==> config.mk <==
export PLATFORM = sky130hd
export DESIGN_NAME = register_file_sb
export DESIGN_NICKNAME = d
export VERILOG_FILES = /design/src/rtl/register_file_sb.sv
export SDC_FILE = /design/constraint.sdc
export NUM_CORES = 2
export LEC_CHECK = 0
export CAP_MARGIN = 20
export CORE_ASPECT_RATIO = 1.25
export CORE_MARGIN = 3
export CORE_UTILIZATION = 25
export DETAILED_ROUTE_END_ITERATION = 10
export HOLD_SLACK_MARGIN = 0.02
export PLACE_DENSITY = 0.37
export SYNTH_ARGS = -nofsm -noshare
export SYNTH_HDL_FRONTEND = slang
export SYNTH_SLANG_ARGS = --single-unit
==> constraint.sdc <==
create_clock -name clk -period 5.8 [get_ports clk]
set_input_delay 1.16 -clock clk [delete_from_list [all_inputs] [get_ports clk]]
set_output_delay 1.16 -clock clk [all_outputs]
set_load 0.01 [all_outputs]
==> src/rtl/register_file_sb.sv <==
// rtl/register_file_sb.sv - MIPS register file with pending-writeback scoreboard (optional REGFILE_BYPASS_EN forwarding)
module register_file_sb #(
    parameter int                DATA_W    = 32,
    parameter int                ADDR_W    = 5,
    parameter logic [DATA_W-1:0] RESET_VAL = '0
) (
    input  logic              clk,
    input  logic              rst,
    input  logic              RegWrite,
    input  logic [ADDR_W-1:0] write_register,
    input  logic [DATA_W-1:0] write_data,
    input  logic [ADDR_W-1:0] read_register1,
    input  logic [ADDR_W-1:0] read_register2,
    output logic [DATA_W-1:0] read_data1,
    output logic [DATA_W-1:0] read_data2,
    input  logic              issue_valid,
    input  logic [ADDR_W-1:0] issue_register,
    input  logic              flush,
    output logic              read_pending1,
    output logic              read_pending2,
    output logic              stall,
    output logic [ADDR_W:0]   pending_count
);

    localparam int NUM_REGS = 2 ** ADDR_W;

    logic [DATA_W-1:0]   r_regs [NUM_REGS];
    logic [NUM_REGS-1:0] r_pending;
    logic [ADDR_W:0]     r_count;

    logic [NUM_REGS-1:0] w_pending_next;
    logic [ADDR_W:0]     w_count_next;
    logic                w_wb_en;
    logic                w_issue_en;
    logic [DATA_W-1:0]   w_stored1;
    logic [DATA_W-1:0]   w_stored2;
    logic                w_stored_pend1;
    logic                w_stored_pend2;

    // Register 0 is hardwired: writes and reservations aimed at it never take effect.
    assign w_wb_en    = RegWrite && (write_register != '0);
    assign w_issue_en = issue_valid && (issue_register != '0);

    always_ff @(posedge clk or negedge rst) begin
        if (!rst) begin
            for (int i = 0; i < NUM_REGS; i++) begin
                r_regs[i] <= (i == 0) ? '0 : RESET_VAL;
            end
        end else if (w_wb_en) begin
            r_regs[write_register] <= write_data;
        end
    end

    // Flush wins outright; otherwise a reservation overrides a writeback to the same register.
    always_comb begin
        w_pending_next = r_pending;
        if (flush) begin
            w_pending_next = '0;
        end else begin
            if (w_wb_en) begin
                w_pending_next[write_register] = 1'b0;
            end
            if (w_issue_en) begin
                w_pending_next[issue_register] = 1'b1;
            end
        end
        w_pending_next[0] = 1'b0;
    end

    always_comb begin
        w_count_next = '0;
        for (int i = 1; i < NUM_REGS; i++) begin
            w_count_next = w_count_next + {{ADDR_W{1'b0}}, w_pending_next[i]};
        end
    end

    always_ff @(posedge clk or negedge rst) begin
        if (!rst) begin
            r_pending <= '0;
            r_count   <= '0;
        end else begin
            r_pending <= w_pending_next;
            r_count   <= w_count_next;
        end
    end

    assign w_stored1      = (read_register1 == '0) ? '0 : r_regs[read_register1];
    assign w_stored2      = (read_register2 == '0) ? '0 : r_regs[read_register2];
    assign w_stored_pend1 = r_pending[read_register1];
    assign w_stored_pend2 = r_pending[read_register2];

`ifdef REGFILE_BYPASS_EN
    logic w_fwd1;
    logic w_fwd2;
    logic w_issue_hit1;
    logic w_issue_hit2;

    assign w_fwd1       = w_wb_en && (write_register == read_register1);
    assign w_fwd2       = w_wb_en && (write_register == read_register2);
    assign w_issue_hit1 = w_issue_en && (issue_register == read_register1);
    assign w_issue_hit2 = w_issue_en && (issue_register == read_register2);

    // A forwarded value resolves the hazard unless the same register is being re-reserved now.
    assign read_data1    = w_fwd1 ? write_data : w_stored1;
    assign read_data2    = w_fwd2 ? write_data : w_stored2;
    assign read_pending1 = (w_fwd1 && !w_issue_hit1) ? 1'b0 : w_stored_pend1;
    assign read_pending2 = (w_fwd2 && !w_issue_hit2) ? 1'b0 : w_stored_pend2;
`else
    assign read_data1    = w_stored1;
    assign read_data2    = w_stored2;
    assign read_pending1 = w_stored_pend1;
    assign read_pending2 = w_stored_pend2;
`endif

    assign stall         = read_pending1 | read_pending2;
    assign pending_count = r_count;

endmodule

==> metrics.txt <==
Worst EP required 6480 ps; max_cap viols 0; CTS root buffer clkbuf_16; worst reg2reg path depth 17; Clock Latency Late Sink 790 ps; #FFs+latches synth 1061; H-tree Lvls 4; cts bufs inserted 138; Design Power 22.9 mW; vias 34700; RSZ-0062 raised after global routing yes; Pwr per Cell Area 337 nW/um^2; Crit Path Max Fanout 3; worst reg2reg path endpoint pending_count[4]; crit path time final 5750 ps; vias per inst 5.09; vias in the first global route 37800; CP arrival 6420 ps; share of post-route cells with drive strength above 1 56.5%; Min-Delay Path Class input pin to async pin; initial core utilization 25.2%; DRC Markers 0; Slew @ Worst Pin 1110 ps; register area share after synthesis 46.6%; Peak VDD IR 0.211 mV; Ys Warns 0; die area 234000 sq um; Syn Area/Cell 15.6 sq um; die width 433 um; Avg WL per Cell 31.7 um; die height 540 um; count leader, synth dfrtp_1; synthesized instance count 3647; r2r setup slk 660 ps; worst hold slack 382 ps; global placement routability congestion 0.762; Pre-Repair DR Iteration Count 7; GRT Overall Usage 18.5%; area of the multi-input gates 28800 sq um; synthesis-to-layout area growth 19.3%; Post-synth EDFFs 0; final setup fails 0; dominant synthesized flop cell dfrtp_1; post-synthesis cell area 57000 sq um; IO Count 130; Yosys cell types 49; Worst setup SP type input pin; CTS clk-pin slew, worst paths 50 ps; syn nets 3734; initial antenna violation count 18; post-DP HPWL 127000 um; CP Capture Type flop; largest net degree at the start of global routing 108; Reg area 26600 sq um; Synth async-reset ratio 100%; site row count 195; reg2reg start r_pending[26]; post-route ant nets 0; Core Box Area 226000 sq um; Setup Crit Path Kind input pin to flop; Buffers on Ports 129; status finished clean; CTS tree done; Sink Count 1061; Static Leak 28.7 nW; first-pass GRT wire length 307000 um; slew margin rel. 25.7%; final worst path period share 99.1%; cell taking the most area after synthesis dfrtp_1; met3 WL 6770 um; Bufs on Longest Clock Path 4; final-report hold violation count 0; Post-synth top cells dfrtp_1 (1061), mux2_2 (1020), mux4_2 (589); post-synth top area share 46.6%; top routing layer used met5; total gr overflow 0; routed wl met2 106000 um; Peak Freq 0.174 GHz; WL met1 97300 um; DRT iter0 DRCs 1864; routed wire length 216000 um; worst clock skew 29.0 ps; Max Slew Vio Count 0; fillers 22400; nets@finish 3852; top cells by area, synth dfrtp_1 (47%), mux4_2 (23%), mux2_2 (20%), clkbuf_1 (1.5%), mux2i_1 (1.3%)
-- how the worst max path moves through the flow --
stage,startpoint,to,cells after the start
4_1_cts,RegWrite,pending_count[4],21
6_report,write_register[0],pending_count[4],21
3_5_place_dp,RegWrite,pending_count[4],21
5_1_grt,write_register[0],pending_count[4],21
3_3_place_gp,RegWrite,pending_count[4],21
2_1_floorplan,write_register[0],pending_count[4],22
-- cell type report --
| cell class | instances | share of cell area [%] |
|---|---|---|
| flip-flops and latches | 1061 | 39.1 |
| inverters | 25 | 0.138 |
| clock inverters | 24 | 0.372 |
| multi-input cells | 2135 | 42.4 |
| clock buffers | 204 | 5.93 |
| diodes | 7 | 0.0258 |
| repair buffers | 404 | 6.67 |
| well taps | 2955 | 5.44 |
-- cell usage in the layout, fill, tap and decap left out, types with 12 or more instances in the layout --
cell type,netlist,final
o22ai_1,36,36
fa_1,23,21
dfrtp_1,1061,1061
clkbuf_1,222,34
a21o_1,50,50
nand2_1,95,81
clkdlybuf4s50_1,0,106
clkbuf_8,0,31
mux2i_1,75,75
nand2_4,0,12
inv_1,25,22
mux4_2,589,589
clkinv_2,0,15
nor2_1,59,44
buf_8,0,13
mux2_2,1020,1020
buf_12,0,55
a31oi_1,54,54
a21oi_1,21,16
clkbuf_16,0,146
buf_4,13,191
buf_16,0,15
-- state kept, by name, indices dropped and copies added (netlist names) --
register and count:
r_regs 1024, r_pending 31, pending_count 6
-- worst max-delay path, stage by stage --
cell	delay [ps]
buf_8	100
and3b_2	260
buf_6	120
and2_4	140
nand2b_4	120
a21oi_4	60
fa_1	550
inv_2	50
fa_1	550
inv_2	50
fa_1	540
inv_1	50
fa_1	480
fa_1	490
fa_1	520
inv_2	40
fa_2	350
fa_2	350
a21o_1	170
a21oi_2	140
xnor2_1	130
-- routing by layer --
layer	track usage, %	vias up
met3	2.31	241
li1	-	14300
met5	0	-
met4	4.54	2
met1	25.1	19500
met2	31.1	647
-- logic make-up after synthesis --
kind of cell               Yosys count  share of synthesized area, %
and+or+nand+nor                    223                          1.82
DFF                               1061                          46.6
adders and majority gates           30                         0.961
AOI/OAI and AO/OA                  194                          2.28
buffers and inverters              451                          3.55
muxes                             1685                          44.8
xor gates and xnor gates             3                        0.0461
-- power breakdown --
| group | internal (mW) | switching, mW |
|---|---|---|
| clock network | 4.96 | 3.46 |
| logic | 2.94 | 1.84 |
| registers | 8.77 | 0.948 |
| total | 16.7 | 6.25 |
-- what timing repair did --
action | in CTS | in global routing
hold buffers | 0 | 0
buffers inserted | 12 | 6
endpoints found under the setup margin | 5 | 4
pin swaps | 17 | 30
resized for setup | 42 | 44
-- stage by stage --
| stage | util [%] | cell area [sq um] | cells | setup TNS (ps) | setup WS [ps] |
|---|---|---|---|---|---|
| after floorplan | - | 57100 | 3647 | -1640 | -527 |
| after global placement | 27.8 | 62800 | 6538 | -5770 | -1210 |
| after detailed placement | 27.8 | 63000 | 6543 | -5630 | -1180 |
| after CTS | 29.8 | 67300 | 6783 | -257 | -154 |
| after global routing | 30.1 | 68000 | 6810 | -21.1 | -21.1 |
| final | 30.1 | 68000 | 6815 | 0 | 54.0 |
Note: power is estimated with default switching activity, not from simulation.
